===== src/rtl/mem_arb_pkg.sv =====
// Shared types and helpers for the I/D unified-memory arbiter.
package mem_arb_pkg;

   typedef enum logic [1:0] {
      IDLE   = 2'd0,
      BUSY_I = 2'd1,
      BUSY_D = 2'd2,
      RESP   = 2'd3
   } state_e;

   typedef enum logic {
      OWN_I = 1'b0,
      OWN_D = 1'b1
   } owner_e;

   localparam int DATA_W_DEF = 32;
   localparam int STRB_W     = DATA_W_DEF / 8;

   function automatic int strb_width(input int data_w);
      return data_w / 8;
   endfunction

endpackage


===== src/rtl/mem_arbiter_if.sv =====
// CPU-side (I and D requesters) and memory-side signals of the arbiter.
interface mem_arbiter_if
   import mem_arb_pkg::*;
#(
   parameter int ADDR_W = 32,
   parameter int DATA_W = 32
);
   localparam int SW = strb_width(DATA_W);

   logic              i_ireq;
   logic [ADDR_W-1:0] i_iaddr;
   logic [DATA_W-1:0] o_irdata;
   logic              o_iack;
   logic              i_dreq;
   logic [ADDR_W-1:0] i_daddr;
   logic              i_dwe;
   logic [DATA_W-1:0] i_dwdata;
   logic [SW-1:0]     i_dwstrb;
   logic [DATA_W-1:0] o_drdata;
   logic              o_dack;
   logic              o_err;
   logic              o_mem_req;
   logic [ADDR_W-1:0] o_mem_addr;
   logic              o_mem_we;
   logic [DATA_W-1:0] o_mem_wdata;
   logic [SW-1:0]     o_mem_wstrb;
   logic              i_mem_ack;
   logic [DATA_W-1:0] i_mem_rdata;

   modport slave (
      input  i_ireq, i_iaddr, i_dreq, i_daddr, i_dwe, i_dwdata, i_dwstrb,
      input  i_mem_ack, i_mem_rdata,
      output o_irdata, o_iack, o_drdata, o_dack, o_err,
      output o_mem_req, o_mem_addr, o_mem_we, o_mem_wdata, o_mem_wstrb
   );

   modport master (
      output i_ireq, i_iaddr, i_dreq, i_daddr, i_dwe, i_dwdata, i_dwstrb,
      output i_mem_ack, i_mem_rdata,
      input  o_irdata, o_iack, o_drdata, o_dack, o_err,
      input  o_mem_req, o_mem_addr, o_mem_we, o_mem_wdata, o_mem_wstrb
   );

endinterface


===== src/rtl/mem_arb_timeout.sv =====
// Access watchdog: counts busy cycles and flags the last allowed one.
// TIMEOUT = 0 removes the counter and ties expired low.
module mem_arb_timeout #(
   parameter int TIMEOUT = 255
) (
   input  logic clk,
   input  logic rst,
   input  logic clear,
   input  logic enable,
   output logic expired
);

   generate
      if (TIMEOUT == 0) begin : g_off
         assign expired = 1'b0;
      end else begin : g_on
         localparam int CNT_W = (TIMEOUT > 1) ? $clog2(TIMEOUT) : 1;
         localparam logic [CNT_W-1:0] LAST = CNT_W'(TIMEOUT - 1);

         logic [CNT_W-1:0] count_r;

         // Busy-cycle counter, parked at LAST until cleared.
         always_ff @(posedge clk) begin
            if (rst || clear) begin
               count_r <= '0;
            end else if (enable && (count_r != LAST)) begin
               count_r <= count_r + CNT_W'(1);
            end else begin
               count_r <= count_r;
            end
         end

         assign expired = enable && (count_r == LAST);
      end
   endgenerate

endmodule


===== src/rtl/mem_arbiter.sv =====
// Arbitrates instruction fetch (I) and load/store (D) onto one multi-cycle
// memory port. Define MEM_ARB_RR_EN for round-robin instead of D-over-I.
module mem_arbiter
   import mem_arb_pkg::*;
#(
   parameter int ADDR_W  = 32,
   parameter int DATA_W  = 32,
   parameter int TIMEOUT = 255
) (
   input logic          i_clock,
   input logic          i_reset,
   mem_arbiter_if.slave bus
);

   localparam int SW = strb_width(DATA_W);

   logic [1:0]        state_r;
   logic              mem_req_r;
   logic [ADDR_W-1:0] mem_addr_r;
   logic              mem_we_r;
   logic [DATA_W-1:0] mem_wdata_r;
   logic [SW-1:0]     mem_wstrb_r;
   logic [DATA_W-1:0] irdata_r;
   logic [DATA_W-1:0] drdata_r;
   logic              iack_r;
   logic              dack_r;
   logic              err_r;
   logic              busy_s;
   logic              expired_s;
   logic              any_req_s;
   owner_e            winner_s;

   assign busy_s    = (state_r == BUSY_I) || (state_r == BUSY_D);
   assign any_req_s = bus.i_ireq || bus.i_dreq;

   mem_arb_timeout #(
      .TIMEOUT (TIMEOUT)
   ) u_timeout (
      .clk     (i_clock),
      .rst     (i_reset),
      .clear   (!busy_s),
      .enable  (busy_s),
      .expired (expired_s)
   );

`ifdef MEM_ARB_RR_EN
   owner_e last_grant_r;

   // Winner selection: on a tie, the requester not served last time.
   always_comb begin
      winner_s = OWN_I;
      if (bus.i_ireq && bus.i_dreq) begin
         winner_s = (last_grant_r == OWN_I) ? OWN_D : OWN_I;
      end else if (bus.i_dreq) begin
         winner_s = OWN_D;
      end else begin
         winner_s = OWN_I;
      end
   end

   // Most recent grant, updated whenever IDLE issues an access.
   always_ff @(posedge i_clock) begin
      if (i_reset) begin
         last_grant_r <= OWN_I;
      end else if ((state_r == IDLE) && any_req_s) begin
         last_grant_r <= winner_s;
      end else begin
         last_grant_r <= last_grant_r;
      end
   end
`else
   // Winner selection: D always beats I.
   always_comb begin
      winner_s = OWN_I;
      if (bus.i_dreq) begin
         winner_s = OWN_D;
      end else begin
         winner_s = OWN_I;
      end
   end
`endif

   // Access FSM with registered memory request and requester responses.
   always_ff @(posedge i_clock) begin
      if (i_reset) begin
         state_r     <= IDLE;
         mem_req_r   <= 1'b0;
         mem_addr_r  <= '0;
         mem_we_r    <= 1'b0;
         mem_wdata_r <= '0;
         mem_wstrb_r <= '0;
         irdata_r    <= '0;
         drdata_r    <= '0;
         iack_r      <= 1'b0;
         dack_r      <= 1'b0;
         err_r       <= 1'b0;
      end else begin
         case (state_r)
            IDLE: begin
               if (any_req_s) begin
                  mem_req_r <= 1'b1;
                  if (winner_s == OWN_D) begin
                     mem_addr_r  <= bus.i_daddr;
                     mem_we_r    <= bus.i_dwe;
                     mem_wdata_r <= bus.i_dwdata;
                     mem_wstrb_r <= bus.i_dwstrb;
                     state_r     <= BUSY_D;
                  end else begin
                     mem_addr_r  <= bus.i_iaddr;
                     mem_we_r    <= 1'b0;
                     mem_wdata_r <= '0;
                     mem_wstrb_r <= '0;
                     state_r     <= BUSY_I;
                  end
               end else begin
                  mem_req_r <= 1'b0;
               end
            end
            BUSY_I, BUSY_D: begin
               // An ack in the expiry cycle still counts as success.
               if (bus.i_mem_ack || expired_s) begin
                  mem_req_r <= 1'b0;
                  err_r     <= !bus.i_mem_ack;
                  state_r   <= RESP;
                  if (state_r == BUSY_I) begin
                     iack_r   <= 1'b1;
                     irdata_r <= bus.i_mem_ack ? bus.i_mem_rdata : '0;
                  end else begin
                     dack_r   <= 1'b1;
                     drdata_r <= (bus.i_mem_ack && !mem_we_r) ? bus.i_mem_rdata : '0;
                  end
               end else begin
                  mem_req_r <= 1'b1;
               end
            end
            RESP: begin
               iack_r  <= 1'b0;
               dack_r  <= 1'b0;
               err_r   <= 1'b0;
               state_r <= IDLE;
            end
            default: begin
               mem_req_r <= 1'b0;
               iack_r    <= 1'b0;
               dack_r    <= 1'b0;
               err_r     <= 1'b0;
               state_r   <= IDLE;
            end
         endcase
      end
   end

   assign bus.o_mem_req   = mem_req_r;
   assign bus.o_mem_addr  = mem_addr_r;
   assign bus.o_mem_we    = mem_we_r;
   assign bus.o_mem_wdata = mem_wdata_r;
   assign bus.o_mem_wstrb = mem_wstrb_r;
   assign bus.o_irdata    = irdata_r;
   assign bus.o_iack      = iack_r;
   assign bus.o_drdata    = drdata_r;
   assign bus.o_dack      = dack_r;
   assign bus.o_err       = err_r;

endmodule


===== src/flat_wrapper.sv =====
// flat-port wrapper written by rule: the top's interface ports become plain ports
module mem_arbiter_flat import mem_arb_pkg::*;
#(
   parameter int ADDR_W  = 32,
   parameter int DATA_W  = 32,
   parameter int TIMEOUT = 255
)
  (i_clock, i_reset, bus_i_ireq, bus_i_iaddr, bus_i_dreq, bus_i_daddr, bus_i_dwe, bus_i_dwdata, bus_i_dwstrb, bus_i_mem_ack, bus_i_mem_rdata, bus_o_irdata, bus_o_iack, bus_o_drdata, bus_o_dack, bus_o_err, bus_o_mem_req, bus_o_mem_addr, bus_o_mem_we, bus_o_mem_wdata, bus_o_mem_wstrb);
  mem_arbiter_if #(.ADDR_W(ADDR_W), .DATA_W(DATA_W)) bus_i ();
  input logic i_clock;
  input logic i_reset;
  input wire logic [$bits(bus_i.i_ireq)-1:0] bus_i_ireq;
  input wire logic [$bits(bus_i.i_iaddr)-1:0] bus_i_iaddr;
  input wire logic [$bits(bus_i.i_dreq)-1:0] bus_i_dreq;
  input wire logic [$bits(bus_i.i_daddr)-1:0] bus_i_daddr;
  input wire logic [$bits(bus_i.i_dwe)-1:0] bus_i_dwe;
  input wire logic [$bits(bus_i.i_dwdata)-1:0] bus_i_dwdata;
  input wire logic [$bits(bus_i.i_dwstrb)-1:0] bus_i_dwstrb;
  input wire logic [$bits(bus_i.i_mem_ack)-1:0] bus_i_mem_ack;
  input wire logic [$bits(bus_i.i_mem_rdata)-1:0] bus_i_mem_rdata;
  output wire logic [$bits(bus_i.o_irdata)-1:0] bus_o_irdata;
  output wire logic [$bits(bus_i.o_iack)-1:0] bus_o_iack;
  output wire logic [$bits(bus_i.o_drdata)-1:0] bus_o_drdata;
  output wire logic [$bits(bus_i.o_dack)-1:0] bus_o_dack;
  output wire logic [$bits(bus_i.o_err)-1:0] bus_o_err;
  output wire logic [$bits(bus_i.o_mem_req)-1:0] bus_o_mem_req;
  output wire logic [$bits(bus_i.o_mem_addr)-1:0] bus_o_mem_addr;
  output wire logic [$bits(bus_i.o_mem_we)-1:0] bus_o_mem_we;
  output wire logic [$bits(bus_i.o_mem_wdata)-1:0] bus_o_mem_wdata;
  output wire logic [$bits(bus_i.o_mem_wstrb)-1:0] bus_o_mem_wstrb;
  assign bus_i.i_ireq = bus_i_ireq;
  assign bus_i.i_iaddr = bus_i_iaddr;
  assign bus_i.i_dreq = bus_i_dreq;
  assign bus_i.i_daddr = bus_i_daddr;
  assign bus_i.i_dwe = bus_i_dwe;
  assign bus_i.i_dwdata = bus_i_dwdata;
  assign bus_i.i_dwstrb = bus_i_dwstrb;
  assign bus_i.i_mem_ack = bus_i_mem_ack;
  assign bus_i.i_mem_rdata = bus_i_mem_rdata;
  assign bus_o_irdata = bus_i.o_irdata;
  assign bus_o_iack = bus_i.o_iack;
  assign bus_o_drdata = bus_i.o_drdata;
  assign bus_o_dack = bus_i.o_dack;
  assign bus_o_err = bus_i.o_err;
  assign bus_o_mem_req = bus_i.o_mem_req;
  assign bus_o_mem_addr = bus_i.o_mem_addr;
  assign bus_o_mem_we = bus_i.o_mem_we;
  assign bus_o_mem_wdata = bus_i.o_mem_wdata;
  assign bus_o_mem_wstrb = bus_i.o_mem_wstrb;
  mem_arbiter #(.ADDR_W(ADDR_W), .DATA_W(DATA_W), .TIMEOUT(TIMEOUT)) u_core (.i_clock(i_clock), .i_reset(i_reset), .bus(bus_i));
endmodule

===== config.mk =====
export PLATFORM = sky130hd
export DESIGN_NAME = mem_arbiter_flat
export DESIGN_NICKNAME = d
export VERILOG_FILES = /design/src/rtl/mem_arb_pkg.sv /design/src/rtl/mem_arbiter_if.sv /design/src/rtl/mem_arb_timeout.sv /design/src/rtl/mem_arbiter.sv /design/src/flat_wrapper.sv
export SDC_FILE = /design/constraint.sdc
export NUM_CORES = 1
export LEC_CHECK = 0
export CAP_MARGIN = 5
export CELL_PAD_IN_SITES_DETAIL_PLACEMENT = 0
export CELL_PAD_IN_SITES_GLOBAL_PLACEMENT = 1
export CORE_UTILIZATION = 31
export DETAILED_ROUTE_END_ITERATION = 6
export MAX_ROUTING_LAYER = met4
export PLACE_DENSITY_LB_ADDON = 0.1
export SYNTH_ARGS = -nofsm -noshare
export SYNTH_HDL_FRONTEND = slang
export SYNTH_SLANG_ARGS = --single-unit

===== constraint.sdc =====
create_clock -name i_clock -period 4.62 [get_ports i_clock]
set_input_delay 0.924 -clock i_clock [delete_from_list [all_inputs] [get_ports i_clock]]
set_output_delay 0.924 -clock i_clock [all_outputs]
set_load 0.03 [all_outputs]

# Word-level counts from Yosys, hierarchy flattened
# Index checks and enable logic that the tools add are counted.
[word_totals] reg_bits=147 in_bits=138 output_inout_bits=137 elab_cells=66
[classes] n_addsub=1 n_eq_ne=9 muxes=22 n_bitwise=1 reduce_logical=21
[ops] operator="$mux W32" count=4
[ops] operator="$reduce_and A3 Y1" count=4
[ops] operator="$mux W1" count=9
[ops] operator="$add A8 B1 Y8 const B" count=1
[ops] operator="$eq A8 B8 Y1 const B" count=1
[ops] operator="$ne A8 B8 Y1 const B" count=1
[ops] operator="$pmux W1 S2" count=4
[ops] operator="$mux W2" count=3
[ops] operator="$ne A2 B1 Y1 const B" count=3
[ops] operator="$pmux W2 S3" count=1
[ops] operator="$reduce_and A2 Y1" count=3
[ops] operator="$eq A2 B2 Y1 const B" count=2
[ops] operator="$logic_or A1 B1 Y1" count=4
[ops] operator="$mux W4" count=1
[ops] operator="$reduce_bool A2 Y1" count=2
[ops] operator="$logic_and A1 B1 Y1" count=3
[ops] operator="$logic_not A1 Y1" count=3
[ops] operator="$eq A2 B1 Y1 const B" count=1
[ops] operator="$logic_not A2 Y1" count=1
[ops] operator="$ne A2 B2 Y1 const B" count=1
[ops] operator="$reduce_or A2 Y1" count=1
[ops] operator="$not A1 Y1" count=1

# Longest topological paths before layout
[depth] ltp_word=6 depth_mapped=8 depth_no_buf=6

# By module
# A second synthesis with hierarchy kept.
[unflattened] cells_unflattened=581 hier_area_um2=5629.1
[by_module_without_submodules] mod="mem_arbiter" n_inst=1 cells_per_inst=530 area_per_inst_um2=5173.7 seq_area_each_um2=2782.7
[by_module_without_submodules] mod="mem_arb_timeout" n_inst=1 cells_per_inst=51 area_per_inst_um2=455.4 seq_area_each_um2=160.2

# Least setup slack after synthesis
# Ideal clock, no wire load.
[synth_path] kind="input to register" start="input port bus_i_dreq" end="register u_core.mem_wdata_r[10] (netlist: u_core.bus.o_mem_wdata[10])" setup_time_ps=65 t_arrival_ps=1836 required_time_ps=4555 path_slack_ps=2718 stages=5 path_buffers=2 path_cell_list="buf_2 o21ai_2 clkbuf_1 a22oi_1 nor2_1"
[synth_via] elab_chain_len=2 word_cells_on_any_way=4 classes_between="mux (2); reduce/logical (2)"
[synth_lines] element="start: declaration" line_no="flat_wrapper.sv:14" rtl="input wire logic [$bits(bus_i.i_dreq)-1:0] bus_i_dreq;"
[synth_lines] element="$mux W1 / $logic_or A1 B1 Y1 (equally long branches)" line_no="mem_arbiter.sv:75, mem_arbiter.sv:34"
[synth_lines] element="$mux W32 / $reduce_and A2 Y1 (equally long branches)"
[synth_lines] element="end signal: assignment" line_no="mem_arbiter.sv:105" rtl="mem_wdata_r <= bus.i_dwdata;"
[synth_lines] element="end: declaration" line_no="mem_arbiter.sv:21" rtl="logic [DATA_W-1:0] mem_wdata_r;"
# Several ways; a longest one is shown, not always the timed one.
# A chain may end at the register's enable or synchronous reset.

# Worst setup path after layout
[layout_path] start="input port bus_i_mem_ack" end="register u_core.irdata_r[27] (netlist: u_core.bus.o_irdata[27])"
[layout_via] elab_chain_len=2 word_cells_on_any_way=3 classes_between="mux (1); reduce/logical (2)"
[layout_lines] element="start: declaration" line_no="flat_wrapper.sv:19" rtl="input wire logic [$bits(bus_i.i_mem_ack)-1:0] bus_i_mem_ack;"
[layout_lines] element="$logic_or A1 B1 Y1" line_no="mem_arbiter.sv:121" rtl="if (bus.i_mem_ack || expired_s) begin"
[layout_lines] element="$reduce_and A3 Y1 (no line)"
[layout_lines] element="end signal: assignment" line_no="mem_arbiter.sv:127" rtl="irdata_r <= bus.i_mem_ack ? bus.i_mem_rdata : '0;"
[layout_lines] element="end: declaration" line_no="mem_arbiter.sv:23" rtl="logic [DATA_W-1:0] irdata_r;"
# Several ways; a longest one is shown, not always the timed one.

==> impl_metrics.yaml <==
outcome:
  status: "finished, final reports clean"
clocking:
  clk_pin_slew_ns: 0.06
  cts-root-buf: "clkbuf_16"
  holdBufCountCts: 0
  cts_htree_levels: 4
  cts_buffers: 17
  cts_buffer_depth: 2
  clk-insertion-delay-late_ns: 0.42
  cts_tree: "done"
  cts_sinks: 147
  cts_setup_buffers: 0
  ctsResizeCount: 0
placement:
  pre_cts_slack_ns: 1.576
  post-dp-hpwl_mm: 12.24
  finalWeightedCongestion: 0.7857
  io_buffers: 274
worst_hold_path:
  hold_path.class: "reg2reg"
  hp-start: "u_core.bus.o_drdata[8]$_SDFFE_PP0P_"
  whs_path_depth: 2
  hold_end: "u_core.bus.o_drdata[8]$_SDFFE_PP0P_"
logic_synthesis:
  synth_cell_types: 40
  synth_seq_cells: 147
  synth_xor_area_share_pct: 0.9524
  synth_edf_count: 0
  synth_top_family_by_area: "compound AO/OA/AOI/OAI gates"
  synth_nets: 716
  synth_simple_gate_area_share_pct: 10.18
  synthCells: 572
  muxShareOfSynthArea_pct: 5.805
  synth-adder-area-share_pct: 1.361
  syn_area_sq_um: 5518
  synth-compound-area-share_pct: 24.01
  synthFlopType: "dfxtp_1"
  yosys_warnings: 0
  seq_area_frac_synth_pct: 53.33
  avgSynthCellArea_sq_um: 9.646
  async_flop_share_pct: 0
critical_path:
  startpoint_type: "input pin"
  endpoint_kind: "flop"
  cp.arrival_ns: 2.98
  reg2reg_from: "u_core.state_r[0]$_SDFFE_PP0P_"
  path_class: "in2reg"
  cp_cell_sequence: "clkdlybuf4s50_1, inv_1, nor3_2, buf_4, a22o_1"
  worstRegToRegCells: 6
  cp_data_required_time_ns: 4.97
  r2r_slack_ns: 2.13
  critical_path.max_stage_delay_ns: 0.80
  crit_fanout: 19
  r2r_end: "u_core.bus.o_drdata[20]$_SDFFE_PP0P_"
  critPathSlowestCell: "nor3_2"
die:
  pin_count: 275
  dieHeight_microns: 135.4
  core_sq_um: 17360
  initial_core_util_pct: 31.79
  row_count: 48
  die_w_microns: 135.4
  die_area_sq_um: 18340
sta:
  final-setup-viol-count: 0
  setup_ws_ns: 1.990
  fin_worst_skew_ns: 0.009878
  setup_tns_ns: 0
  slew_headroom_pct: 23.39
  fin_crit_ns: 2.630
  final_max_slew_viol_count: 0
  worstMarginPinSlew_ns: 1.145
  finalHoldViolCount: 0
  clock.fmax_mhz: 380.2
  rsz0062_at_grt: "false"
  period_share_pct: 56.93
finish:
  fill_cells: 1566
  diodes: 0
  drive_gt1_share_pct: 5.868
  nets: 967
  areaGrowthSynthToFinish_pct: 63.24
drt:
  drt_first_pass_iters: 4
  drt_iter0_drc: 141
  antenna_left: 0
  wl_per_cell_microns: 15.95
  drc_errors: 0
  drt_wl_total_mm: 16.91
  vias_per_cell: 4.882
  vias: 5175
pwr:
  power_density_nw_per_um2: 532.3
  leakage_nw: 3.322
  fin_total_pwr_w: 0.004795
  ir_worst_vdd_uv: 242.2
global_routing:
  grt_pass1_wl_mm: 25.98
  antenna_found_initial: 0
  grt_max_degree: 73
  grtUsageTotal_pct: 18.84
  grt_pass1_vias: 5125
  grt_overflow: 0
run:
  maxCapViolations: 0
==> where the power goes <==
group / total (W) / leakage, nW / internal (W) / switching [W]
Sequential: 0.00161 / 1.20 / 0.00149 / 0.000123
Clock: 0.00143 / 0.286 / 0.000871 / 0.000563
Combinational: 0.00175 / 1.84 / 0.000701 / 0.00105
Total: 0.00479 / 3.32 / 0.00306 / 0.00173
==> critical path: cells and delay by family <==
family                 cells  cell delay (ns)
AO/OA/AOI/OAI              1             0.16
buffers and inverters      3             1.10
AND/OR/NAND/NOR            1             0.80
==> sequential cells by signal (all words and copies together) (netlist names) <==
signal,flops
u_core.bus.o_mem_addr,32
u_core.bus.o_err,1
u_core.bus.o_drdata,32
u_core.bus.o_mem_wdata,32
u_core.bus.o_mem_wstrb,4
u_core.bus.o_iack,1
u_core.bus.o_mem_req,1
u_core.bus.o_dack,1
u_core.state_r,2
u_core.bus.o_mem_we,1
u_core.u_timeout.g_on.count_r,8
u_core.bus.o_irdata,32
==> worst max path at each step <==
| stage | from | end | slack [ns] | cells past startpoint |
|---|---|---|---|---|
| floorplan | bus_i_dreq | u_core.bus.o_mem_wdata[10]$_SDFFE_PP0P_ | 2.72 | 5 |
| global placement | bus_i_mem_ack | u_core.bus.o_irdata[3]$_SDFFE_PP0P_ | 1.67 | 5 |
| detailed placement | bus_i_mem_ack | u_core.bus.o_irdata[28]$_SDFFE_PP0P_ | 1.58 | 5 |
| CTS | bus_i_mem_ack | u_core.bus.o_irdata[28]$_SDFFE_PP0P_ | 2.00 | 5 |
| global route | u_core.state_r[0]$_SDFFE_PP0P_ | u_core.bus.o_drdata[13]$_SDFFE_PP0P_ | 1.82 | 6 |
| finish | bus_i_mem_ack | u_core.bus.o_irdata[27]$_SDFFE_PP0P_ | 1.99 | 5 |
==> through the flow <==
stage	cells	cell area [sq um]	utilization [%]	hold slack (ns)
after global placement	1029	8396	48.37	0.4605
after floorplan	572	5518	-	0.4680
after global routing	1060	9007	51.90	0.4898
after detailed placement	1029	8396	48.37	0.4658
final	1060	9007	51.90	0.4757
after CTS	1060	9007	51.90	0.4787
==> cell usage in the layout (no fill, tap or decap), types with 2 or more instances in the layout <==
master / count
clkdlybuf4s50_1: 272
dfxtp_1: 147
nor2_1: 80
nand2_1: 38
a22oi_1: 37
a21oi_1: 36
a211oi_1: 34
a22o_1: 32
mux2i_1: 32
o21ai_0: 23
clkbuf_16: 17
o21ai_1: 11
inv_1: 8
buf_4: 7
ha_1: 6
inv_6: 5
xnor2_1: 4
clkinvlp_4: 4
bufinv_16: 3
and3_1: 2
a31oi_4: 2
and2_1: 2
o21ai_2: 2
nand4_1: 2
nand3_1: 2
nor2b_1: 2
xor2_1: 2
a31oi_1: 2
a311oi_1: 2
a2111oi_2: 2
nor3_1: 2
==> per-layer routing <==
metal | wire [microns] | vias to the layer above | part of all wire (%) | track usage [%]
li1 | - | 2561 | - | -
met1 | 7172 | 2396 | 42 | 21.30
met2 | 8115 | 199 | 48 | 30.63
met3 | 1357 | 19 | 8.0 | 6.472
met4 | 260 | 0 | 1.5 | 7.054
met5 | 0 | - | 0 | -
==> cells in the mapped netlist (2+ instances only) <==
cell,n,share of area [%]
dfxtp_1,147,53
nor2_1,80,5.4
nand2_1,38,2.6
a22oi_1,37,5.0
a21oi_1,36,3.3
a211oi_1,34,4.6
a22o_1,32,5.1
mux2i_1,32,5.8
clkbuf_1,24,1.6
o21ai_0,23,2.1
buf_2,21,1.9
o21ai_1,11,1.0
inv_1,8,0.54
ha_1,6,1.4
xnor2_1,4,0.63
a31oi_1,3,0.34
nor3_1,3,0.27
a2111oi_2,2,0.54
a311oi_1,2,0.32
and2_1,2,0.23
and3_1,2,0.23
buf_1,2,0.14
nand3_1,2,0.18
nand4_1,2,0.23
nor2b_1,2,0.23
o21ai_2,2,0.32
xor2_1,2,0.32
==> cell type report <==
type / count / area (sq um) / area share (%)
clock inverters: 13 / 172.7 / 1.917
well taps: 225 / 281.5 / 3.125
clock buffers: 18 / 439.2 / 4.876
inverters: 8 / 30.03 / 0.3334
repair buffers: 280 / 2780 / 30.87
multi-input cells: 369 / 2361 / 26.21
flip-flops and latches: 147 / 2943 / 32.67
==> cell families (layout without fill, tap and decap cells) <==
kind of cell               count (synthesis)  count (layout)
buffers and inverters                     56             319
AOI/OAI and AO/OA                        189             189
DFF                                      147             147
adders and majority gates                  6               6
muxes                                     32              32
xor gates and xnor gates                   6               6
and+or+nand+nor                          136             136
Note: power is estimated with default switching activity, not from simulation.
